## src/rtl/pc_sequencer_pkg.sv

```systemverilog
// Purpose: shared encodings and condition evaluation for the PC sequencer.
// Latency: n/a (constants and a pure combinational helper).
// Backpressure: n/a.
package pc_seq_pkg;

  // Sequencing operations; 101-111 are reserved and decode as NEXT
  localparam logic [2:0] OP_NEXT   = 3'b000;
  localparam logic [2:0] OP_JUMP   = 3'b001;
  localparam logic [2:0] OP_BRANCH = 3'b010;
  localparam logic [2:0] OP_CALL   = 3'b011;
  localparam logic [2:0] OP_RET    = 3'b100;

  // Branch condition selects
  localparam logic [2:0] CC_AL = 3'b000;
  localparam logic [2:0] CC_Z  = 3'b001;
  localparam logic [2:0] CC_N  = 3'b010;
  localparam logic [2:0] CC_C  = 3'b011;
  localparam logic [2:0] CC_V  = 3'b100;
  localparam logic [2:0] CC_NZ = 3'b101;
  localparam logic [2:0] CC_NN = 3'b110;
  localparam logic [2:0] CC_LT = 3'b111;

  // Evaluate a branch condition against the live status flags
  function automatic logic cond_true(input logic [2:0] cc, input logic v,
                                     input logic c, input logic n, input logic z);
    logic r;
    r = 1'b0;
    case (cc)
      CC_AL:   r = 1'b1;
      CC_Z:    r = z;
      CC_N:    r = n;
      CC_C:    r = c;
      CC_V:    r = v;
      CC_NZ:   r = ~z;
      CC_NN:   r = ~n;
      default: r = n ^ v;   // signed less-than
    endcase
    return r;
  endfunction

endpackage

```

## src/rtl/pc_sequencer_if.sv

```systemverilog
// Purpose: bundle of sequencer controls, status flags and PC/stack outputs.
// Latency: n/a (wires only).
// Backpressure: stall is carried here; the sequencer holds all state while it is high.
interface pc_sequencer_if #(
  parameter int PC_WIDTH    = 16,
  parameter int STACK_DEPTH = 4,
  localparam int DW         = $clog2(STACK_DEPTH + 1)
);
  logic                stall;
  logic [2:0]          op;
  logic [2:0]          cond;
  logic                V;
  logic                C;
  logic                N;
  logic                Z;
  logic [PC_WIDTH-1:0] jump_addr;
  logic [PC_WIDTH-1:0] branch_offset;
  logic [PC_WIDTH-1:0] PC;
  logic                taken;
  logic [DW-1:0]       depth;
  logic                stack_full;
  logic                stack_empty;
  logic                stack_err;

  // Control decoder / datapath side
  modport master (
    output stall, op, cond, V, C, N, Z, jump_addr, branch_offset,
    input  PC, taken, depth, stack_full, stack_empty, stack_err
  );

  // Sequencer side
  modport slave (
    input  stall, op, cond, V, C, N, Z, jump_addr, branch_offset,
    output PC, taken, depth, stack_full, stack_empty, stack_err
  );
endinterface

```

## src/rtl/pc_sequencer_return_stack.sv

```systemverilog
// Purpose: LIFO of return addresses with occupancy, full and empty.
// Latency: push/pop take effect at the next rising edge; top_data is combinational from state.
// Backpressure: push when full and pop when empty are ignored; the caller owns the policy.
module return_stack #(
  parameter int WIDTH = 16,
  parameter int DEPTH = 4,
  localparam int DW   = $clog2(DEPTH + 1)
) (
  input  logic             clock,
  input  logic             reset,
  input  logic             push,
  input  logic             pop,
  input  logic [WIDTH-1:0] push_data,
  output logic [WIDTH-1:0] top_data,
  output logic [DW-1:0]    depth,
  output logic             full,
  output logic             empty
);

  logic [WIDTH-1:0] mem [DEPTH];
  logic [DW-1:0]    depth_q;

  assign depth = depth_q;
  assign full  = (depth_q == DW'(DEPTH));
  assign empty = (depth_q == '0);

  // Occupancy counter; contents need no reset since depth gates visibility
  always_ff @(posedge clock) begin
    if (reset) begin
      depth_q <= '0;
    end else if (push && !full) begin
      depth_q <= depth_q + DW'(1);
    end else if (pop && !empty) begin
      depth_q <= depth_q - DW'(1);
    end
  end

  // Write the new entry into the slot just above the current top
  always_ff @(posedge clock) begin
    for (int i = 0; i < DEPTH; i++) begin
      if (!reset && push && !full && depth_q == DW'(i)) begin
        mem[i] <= push_data;
      end
    end
  end

  // Select the current top entry
  always_comb begin
    top_data = '0;
    for (int i = 0; i < DEPTH; i++) begin
      if (depth_q == DW'(i + 1)) begin
        top_data = mem[i];
      end
    end
  end

endmodule

```

## src/rtl/pc_sequencer.sv

```systemverilog
// Purpose: program counter with jump, conditional branch and CALL/RET via a return stack.
// Latency: new PC visible one cycle after the op; back-to-back redirects every cycle.
// Backpressure: stall holds PC, stack and error flag and forces taken low.
module pc_sequencer #(
  parameter int                  PC_WIDTH     = 16,
  parameter int                  STACK_DEPTH  = 4,
  parameter logic [PC_WIDTH-1:0] RESET_VECTOR = '0
) (
  input logic              clock,
  input logic              reset,
  pc_sequencer_if.slave    bus
);
  import pc_seq_pkg::*;

  localparam int DW = $clog2(STACK_DEPTH + 1);

  logic [PC_WIDTH-1:0] pc_q;
  logic [PC_WIDTH-1:0] pc_nxt;
  logic [PC_WIDTH-1:0] pc_inc;
  logic [PC_WIDTH-1:0] ret_addr;
  logic [DW-1:0]       depth;
  logic                full;
  logic                empty;
  logic                err_q;
  logic                err_set;
  logic                push;
  logic                pop;
  logic                redirect;
  logic                cc_ok;

  assign pc_inc = pc_q + PC_WIDTH'(1);
  assign cc_ok  = cond_true(bus.cond, bus.V, bus.C, bus.N, bus.Z);

  // Next-PC mux plus stack overflow/underflow policy
  always_comb begin
    pc_nxt   = pc_inc;
    redirect = 1'b0;
    push     = 1'b0;
    pop      = 1'b0;
    err_set  = 1'b0;
    if (!bus.stall && !reset) begin
      case (bus.op)
        OP_JUMP: begin
          pc_nxt   = bus.jump_addr;
          redirect = 1'b1;
        end
        OP_BRANCH: begin
          if (cc_ok) begin
            pc_nxt   = pc_q + bus.branch_offset;
            redirect = 1'b1;
          end
        end
        OP_CALL: begin
          // The jump happens even when the return address cannot be saved
          pc_nxt   = bus.jump_addr;
          redirect = 1'b1;
          if (full) err_set = 1'b1;
          else      push    = 1'b1;
        end
        OP_RET: begin
          // Underflow falls through to sequential execution
          if (empty) begin
            err_set = 1'b1;
          end else begin
            pop      = 1'b1;
            pc_nxt   = ret_addr;
            redirect = 1'b1;
          end
        end
        default: ;
      endcase
    end
  end

  // PC register and sticky stack error flag
  always_ff @(posedge clock) begin
    if (reset) begin
      pc_q  <= RESET_VECTOR;
      err_q <= 1'b0;
    end else if (!bus.stall) begin
      pc_q  <= pc_nxt;
      err_q <= err_q | err_set;
    end
  end

  return_stack #(
    .WIDTH (PC_WIDTH),
    .DEPTH (STACK_DEPTH)
  ) u_stack (
    .clock     (clock),
    .reset     (reset),
    .push      (push),
    .pop       (pop),
    .push_data (pc_inc),
    .top_data  (ret_addr),
    .depth     (depth),
    .full      (full),
    .empty     (empty)
  );

  assign bus.PC          = pc_q;
  assign bus.taken       = redirect;
  assign bus.depth       = depth;
  assign bus.stack_full  = full;
  assign bus.stack_empty = empty;
  assign bus.stack_err   = err_q;

endmodule

```

## src/flat_wrapper.sv

```systemverilog
// flat-port wrapper written by rule: the top's interface ports become plain ports
module pc_sequencer_flat import pc_seq_pkg::*;
#(
  parameter int                  PC_WIDTH     = 16,
  parameter int                  STACK_DEPTH  = 4,
  parameter logic [PC_WIDTH-1:0] RESET_VECTOR = '0
)
  (clock, reset, bus_stall, bus_op, bus_cond, bus_V, bus_C, bus_N, bus_Z, bus_jump_addr, bus_branch_offset, bus_PC, bus_taken, bus_depth, bus_stack_full, bus_stack_empty, bus_stack_err);
  pc_sequencer_if #(.PC_WIDTH(PC_WIDTH), .STACK_DEPTH(STACK_DEPTH)) bus_i ();
  input logic clock;
  input logic reset;
  input wire logic [$bits(bus_i.stall)-1:0] bus_stall;
  input wire logic [$bits(bus_i.op)-1:0] bus_op;
  input wire logic [$bits(bus_i.cond)-1:0] bus_cond;
  input wire logic [$bits(bus_i.V)-1:0] bus_V;
  input wire logic [$bits(bus_i.C)-1:0] bus_C;
  input wire logic [$bits(bus_i.N)-1:0] bus_N;
  input wire logic [$bits(bus_i.Z)-1:0] bus_Z;
  input wire logic [$bits(bus_i.jump_addr)-1:0] bus_jump_addr;
  input wire logic [$bits(bus_i.branch_offset)-1:0] bus_branch_offset;
  output wire logic [$bits(bus_i.PC)-1:0] bus_PC;
  output wire logic [$bits(bus_i.taken)-1:0] bus_taken;
  output wire logic [$bits(bus_i.depth)-1:0] bus_depth;
  output wire logic [$bits(bus_i.stack_full)-1:0] bus_stack_full;
  output wire logic [$bits(bus_i.stack_empty)-1:0] bus_stack_empty;
  output wire logic [$bits(bus_i.stack_err)-1:0] bus_stack_err;
  assign bus_i.stall = bus_stall;
  assign bus_i.op = bus_op;
  assign bus_i.cond = bus_cond;
  assign bus_i.V = bus_V;
  assign bus_i.C = bus_C;
  assign bus_i.N = bus_N;
  assign bus_i.Z = bus_Z;
  assign bus_i.jump_addr = bus_jump_addr;
  assign bus_i.branch_offset = bus_branch_offset;
  assign bus_PC = bus_i.PC;
  assign bus_taken = bus_i.taken;
  assign bus_depth = bus_i.depth;
  assign bus_stack_full = bus_i.stack_full;
  assign bus_stack_empty = bus_i.stack_empty;
  assign bus_stack_err = bus_i.stack_err;
  pc_sequencer #(.PC_WIDTH(PC_WIDTH), .STACK_DEPTH(STACK_DEPTH), .RESET_VECTOR(RESET_VECTOR)) u_core (.clock(clock), .reset(reset), .bus(bus_i));
endmodule
```

## config.mk

```make
export PLATFORM = sky130hd
export DESIGN_NAME = pc_sequencer_flat
export DESIGN_NICKNAME = d
export VERILOG_FILES = /design/src/rtl/pc_sequencer_pkg.sv /design/src/rtl/pc_sequencer_if.sv /design/src/rtl/pc_sequencer_return_stack.sv /design/src/rtl/pc_sequencer.sv /design/src/flat_wrapper.sv
export SDC_FILE = /design/constraint.sdc
export NUM_CORES = 1
export LEC_CHECK = 0
export BUFFER_PORTS_ARGS = -buffer_cell sky130_fd_sc_hd__clkbuf_2
export CAP_MARGIN = 5
export CORE_ASPECT_RATIO = 0.5
export CORE_UTILIZATION = 25
export CTS_CLUSTER_SIZE = 14
export DETAILED_ROUTE_END_ITERATION = 12
export GPL_ROUTABILITY_DRIVEN = 0
export GPL_TIMING_DRIVEN = 1
export REMOVE_ABC_BUFFERS = 1
export SETUP_SLACK_MARGIN = 0.15
export SLEW_MARGIN = 10
export SYNTH_ARGS = -nofsm -noshare
export SYNTH_HDL_FRONTEND = slang
export SYNTH_SLANG_ARGS = --single-unit
export TNS_END_PERCENT = 20
```

## constraint.sdc

```tcl
create_clock -name clock -period 7.1 [get_ports clock]
set_input_delay 2.13 -clock clock [delete_from_list [all_inputs] [get_ports clock]]
set_output_delay 2.13 -clock clock [all_outputs]
set_load 0.02 [all_outputs]
```

# Word level (Yosys, flattened, before mapping)
# Memory sizes are Yosys's and may differ from the RTL's.
# Cells that the tools add are included.
[totals] regBits=20 ramBits=64 in_bits=45 output_inout_bits=23 elab_cells=87 mem_count=1
[op_classes] addsub=4 eq_ne=14 muxes=41 n_bitwise=4 n_reduce_logical=20
[mem_list] memory="u_core.u_stack.mem" depth=4 width=16 rd=4 rd_ports_with_merged_regs=0 write_ports=1 line_no="pc_sequencer_return_stack.sv:20" rtl="logic [WIDTH-1:0] mem [DEPTH];"
[op_table] operator="$mux W16" count=10
[op_table] operator="$pmux W16 S3" count=1
[op_table] operator="$reduce_or A16 Y1" count=3
[op_table] operator="$mux W1" count=22
[op_table] operator="$eq A3 B2 Y1 const B" count=6
[op_table] operator="$add A16 B1 Y16 const B" count=1
[op_table] operator="$add A16 B16 Y16" count=1
[op_table] operator="$eq A3 B3 Y1 const B" count=5
[op_table] operator="$eq A3 B1 Y1 const B" count=3
[op_table] operator="$logic_and A1 B1 Y1" count=9
[op_table] operator="$pmux W1 S7" count=1
[op_table] operator="$logic_not A3 Y1" count=2
[op_table] operator="$mux W2" count=3
[op_table] operator="$mux W3" count=2
[op_table] operator="$logic_not A1 Y1" count=4
[op_table] operator="$add A3 B1 Y3 const B" count=1
[op_table] operator="$pmux W1 S3" count=1
[op_table] operator="$sub A3 B1 Y3 const B" count=1
[op_table] operator="$not A1 Y1" count=2
[op_table] operator="$pmux W1 S2" count=1
[op_table] operator="$reduce_bool A2 Y1" count=1
[op_table] operator="$reduce_or A2 Y1" count=1
[op_table] operator="$or A1 B1 Y1" count=1
[op_table] operator="$xor A1 B1 Y1" count=1

# Logic depth before layout (Yosys ltp)
[depth] depth_word=13 ltp_mapped=10 depth_no_buf=9

# By module
# Synthesis repeated with hierarchy kept, for this count alone.
[hier_totals] cells_unflattened=518 hier_area_um2=5121.2
[by_module_without_submodules] mod="return_stack" n_inst=1 cells_per_inst=223 area_per_inst_um2=2861.5 seq_area_each_um2=1981.9
[by_module_without_submodules] mod="pc_sequencer" n_inst=1 cells_per_inst=295 area_per_inst_um2=2259.7 seq_area_each_um2=340.3

# Least setup slack after synthesis
# Ideal clock, no wire load.
[synth_path] path_type="in2out" startpoint="input bus_op[0]" endpoint="output bus_taken" arrival_time_ns=3.169 t_required_ns=4.970 path_slack_ns=1.801 path_stages=6 n_path_buf=1 cell_sequence="or3b_1 -> buf_2 -> nor2_4 -> nor2_1 -> o21ai_1 -> and2_1"
[synth_via] elab_chain_cells=4 word_cells_on_any_way=7 cone_classes="eq/ne (4); mux (2); reduce/logical (1)"
[synth_lines] item="start: declaration" line_no="flat_wrapper.sv:13" rtl="input wire logic [$bits(bus_i.op)-1:0] bus_op;"
[synth_lines] item="$eq A3 B1 Y1 or $eq A3 B2 Y1 (tied branches)" line_no="pc_sequencer.sv:42" rtl="case (bus.op)"
[synth_lines] item="$reduce_or A2 Y1 (no source line)"
[synth_lines] item="$pmux W1 S3 (*)" line_no="pc_sequencer.sv:42"
[synth_lines] item="$mux W1 (*)" line_no="pc_sequencer.sv:41" rtl="if (!bus.stall && !reset) begin"
[synth_lines] item="end: declaration" line_no="flat_wrapper.sv:22" rtl="output wire logic [$bits(bus_i.taken)-1:0] bus_taken;"
# Mark *: on every way between the ends. The rest lies on a longest branch, timed or not.

# Worst setup path in the final report
[layout_path] startpoint="input bus_op[1]" endpoint="output bus_taken"
# The elaborated chain is that of the path after synthesis.

==> flow_summary.json <==
{
  "yosys_register_bits": 84,
  "critical_path_peak_fanout": 9,
  "place.port_buffers": 67,
  "drc_errors": 0,
  "vdd_ir_drop_max_v": 0.000107,
  "hold_violations": 0,
  "worstHoldPathType": "register to register",
  "clock_tree_from_tritoncts": "yes",
  "number_of_flops_mapped_to_enable_cells_by_yosys": 64,
  "layout.cells.most_common": "sky130_fd_sc_hd__clkbuf_2",
  "rr_endpoint": "u_core.bus.PC[4]$_SDFFE_PP0N_",
  "worst_r2r_path_depth": 7,
  "power.leakage_nw": 2.06,
  "htree_levels": 3,
  "status": "complete, no violations",
  "netlist_instances": 511,
  "initial_antenna_violation_count": 0,
  "worstPathCellList": "clkbuf_2 > o21ai_1 > nand2_2 > nor3_2 > and2_1 > clkbuf_2",
  "antenna-diode-count": 0,
  "die_y_microns": 102,
  "crit_path_top_delay_cell": "sky130_fd_sc_hd__nor3_2",
  "starting_density_of_the_core_pct": 25.7,
  "synth.cell_area_sq_mm": 0.00504,
  "clockRootBuffer": "sky130_fd_sc_hd__clkbuf_16",
  "cp_slowest_stage_delay_ns": 0.49,
  "detailed_router_s_first_iteration_violation_count": 370,
  "path_clk_slew_ns": 0.07,
  "drt.antenna.violating_nets": 0,
  "worst_slew_margin_rel_pct": 35.3,
  "postRouteWirelength_microns": 14900,
  "finalCriticalPeriod_ns": 5.74,
  "clockBufferDepth": 2,
  "first_global_vias": 3951,
  "rows": 36,
  "max_cap_viols": 0,
  "power_density_mw_per_mm2": 198,
  "critPathArrivalTime_ns": 3.61,
  "stdcell_count": 842,
  "path_delay_family": "simple AND/OR/NAND/NOR gates",
  "slew_violations": 0,
  "vias_per_cell": 5.12,
  "largest_net_degree_at_the_start_of_global_routing": 28,
  "holdPathEnd": "u_core.bus.stack_err$_SDFFE_PP0N_",
  "setup.worst_path.class": "input pin to output pin",
  "vias": 4312,
  "finalPower_mw": 1.17,
  "cts_setup_buffers": 0,
  "crit_path_frequent_cell": "sky130_fd_sc_hd__clkbuf_2",
  "place_inst": 826,
  "cts_buffers": 9,
  "r2r_start": "u_core.u_stack.depth[2]$_SDFFE_PP0P_",
  "critical_path_end_type": "output pin",
  "final_min_period_over_clock_period_pct": 80.8,
  "dpl.hpwl_microns": 11300,
  "drt_pass1_iterations": 5,
  "synth_async_sr_flop_share_pct": 0,
  "unrepaired_setup_endpoints_after_global_routing": "false",
  "timing.setup.tns_ns": 0,
  "design.die.area_sq_mm": 0.0208,
  "areaGrowthSynthToFinish_pct": 17.8,
  "width_of_the_chip_microns": 203,
  "worst-slew-pin-transition_ns": 0.968,
  "cts-hold-fix-buffers": 0,
  "postSynthAreaPerCell_sq_um": 9.87,
  "hold-path-cell-count": 2,
  "synth.yosys.seq_area_share_pct": 46.1,
  "layout.cells.most_common_list": "sky130_fd_sc_hd__clkbuf_2, sky130_fd_sc_hd__edfxtp_1, sky130_fd_sc_hd__nand2_1, sky130_fd_sc_hd__o21ai_0",
  "synth_ff_type": "sky130_fd_sc_hd__edfxtp_1",
  "setup-violations-final": 0,
  "min-delay-start": "u_core.bus.stack_err$_SDFFE_PP0N_",
  "track_usage_pct": 14.4,
  "worst_setup_path_start_kind": "input pin",
  "clock.fmax_mhz": 174,
  "final.setup_skew_ns": 0.00990,
  "worst-endpoint-required_ns": 4.97,
  "yosys_warnings": 0,
  "clock-sinks": 84,
  "core_area_sq_mm": 0.0196,
  "cp.buffers_inverters": 2,
  "rrSetupSlack_ns": 3.68,
  "grt_first_pass_wirelength_microns": 22700,
  "post_route_cells_drive_above_1_share_pct": 19.1,
  "design.final.nets": 639,
  "post_synth_num_cell_types": 67,
  "ports_placed_on_the_boundary": 68,
  "grt_residual_overflow": 0,
  "detail_route.wl_per_cell_microns": 17.7,
  "insertion_delay_ns": 0.34,
  "cts_resized": 0
}
==> state kept, by name, indices dropped and copies added, names as in the netlist <==
register	count
u_core.bus.PC	16
u_core.bus.stack_err	1
u_core.u_stack.depth	3
u_core.u_stack.mem	64
==> worst min-delay path: cells and delay by family, from the launching register on <==
| family | cells | cell delay, ns |
|---|---|---|
| flops | 1 | 0.34 |
| simple gates | 2 | 0.14 |
==> per-layer routing <==
layer  part of all wire, %  global-route usage, %
met2                    46                   23.4
met5                     0                      0
met3                   5.7                   2.17
met4                   1.2                   4.22
met1                    47                   19.8
==> cells by family after synthesis <==
logic type / share of synthesized area [%]
compound gates: 22.8
mux: 0.794
buf+inv: 3.67
fa+ha+maj: 5.86
xor+xnor: 4.69
flops: 46.1
simple gates: 16.2
==> metrics by stage <==
| step | util, % | worst slack [ns] | hold WS [ns] | cell area [sq um] |
|---|---|---|---|---|
| 3_3_place_gp | 28.9 | 1.46 | 0.496 | 5660 |
| 5_1_grt | 30.3 | 1.23 | 0.566 | 5940 |
| 4_1_cts | 30.3 | 1.37 | 0.513 | 5940 |
| 6_report | 30.3 | 1.36 | 0.521 | 5940 |
| 3_5_place_dp | 28.9 | 1.38 | 0.504 | 5660 |
| 2_1_floorplan | - | 1.68 | 0.553 | 4940 |
==> cells in the mapped netlist (2+ instances only) <==
master / instances / area share [%]
sky130_fd_sc_hd__o21a_1: 2 / 0.30
sky130_fd_sc_hd__nor3_1: 7 / 0.69
sky130_fd_sc_hd__ha_1: 22 / 5.5
sky130_fd_sc_hd__a211o_1: 4 / 0.69
sky130_fd_sc_hd__o21ai_1: 13 / 1.3
sky130_fd_sc_hd__mux2i_1: 4 / 0.79
sky130_fd_sc_hd__a311oi_1: 2 / 0.35
sky130_fd_sc_hd__inv_2: 2 / 0.15
sky130_fd_sc_hd__a221oi_1: 18 / 3.1
sky130_fd_sc_hd__dfxtp_1: 20 / 7.9
sky130_fd_sc_hd__and2_1: 7 / 0.87
sky130_fd_sc_hd__nor2_4: 2 / 0.45
sky130_fd_sc_hd__a22oi_1: 4 / 0.60
sky130_fd_sc_hd__o211ai_1: 6 / 0.89
sky130_fd_sc_hd__a31oi_1: 6 / 0.74
sky130_fd_sc_hd__o22ai_1: 8 / 0.99
sky130_fd_sc_hd__xnor2_1: 20 / 3.5
sky130_fd_sc_hd__nor3b_1: 4 / 0.60
sky130_fd_sc_hd__o21bai_1: 4 / 0.60
sky130_fd_sc_hd__buf_2: 10 / 0.99
sky130_fd_sc_hd__a2111oi_2: 2 / 0.60
sky130_fd_sc_hd__a21oi_1: 31 / 3.1
sky130_fd_sc_hd__or3_1: 6 / 0.74
sky130_fd_sc_hd__nand4_1: 7 / 0.87
sky130_fd_sc_hd__a2bb2oi_1: 2 / 0.35
sky130_fd_sc_hd__nor4_1: 2 / 0.25
sky130_fd_sc_hd__inv_1: 18 / 1.3
sky130_fd_sc_hd__nor2_1: 32 / 2.4
sky130_fd_sc_hd__nand2b_1: 2 / 0.25
sky130_fd_sc_hd__clkbuf_1: 13 / 0.97
sky130_fd_sc_hd__a221oi_2: 3 / 0.89
sky130_fd_sc_hd__a211oi_1: 8 / 1.2
sky130_fd_sc_hd__nand3b_1: 3 / 0.45
sky130_fd_sc_hd__nand3_1: 16 / 1.6
sky130_fd_sc_hd__o31ai_1: 7 / 1.0
sky130_fd_sc_hd__nand2_1: 56 / 4.2
sky130_fd_sc_hd__a21o_1: 4 / 0.60
sky130_fd_sc_hd__nor2b_1: 5 / 0.62
sky130_fd_sc_hd__o21ai_0: 32 / 3.2
sky130_fd_sc_hd__xor2_1: 7 / 1.2
sky130_fd_sc_hd__edfxtp_1: 64 / 38
==> how the worst max path moves through the flow <==
stage | start | to | slack [ns] | cells past startpoint
after floorplan | bus_op[0] | bus_taken | 1.68 | 4
after detailed placement | bus_op[1] | bus_taken | 1.38 | 6
final | bus_op[1] | bus_taken | 1.36 | 6
after global placement | bus_op[0] | bus_taken | 1.46 | 7
after CTS | bus_op[1] | bus_taken | 1.37 | 6
after global routing | bus_op[0] | bus_taken | 1.23 | 6
==> power by group <==
| group | internal, mW | switching, mW |
|---|---|---|
| registers | 0.538 | 0.0143 |
| clock network | 0.241 | 0.206 |
| logic | 0.0657 | 0.110 |
==> area by class of cell <==
type                    instances  area, sq um
well taps                     266          333
clock buffers                  10          229
fillers                      2032        13700
clock inverters                 6         47.5
flip-flops and latches         84         2320
multi-input cells             382         2550
inverters                      21         78.8
repair buffers                 73          380
Note: power is estimated with default switching activity, not from simulation.
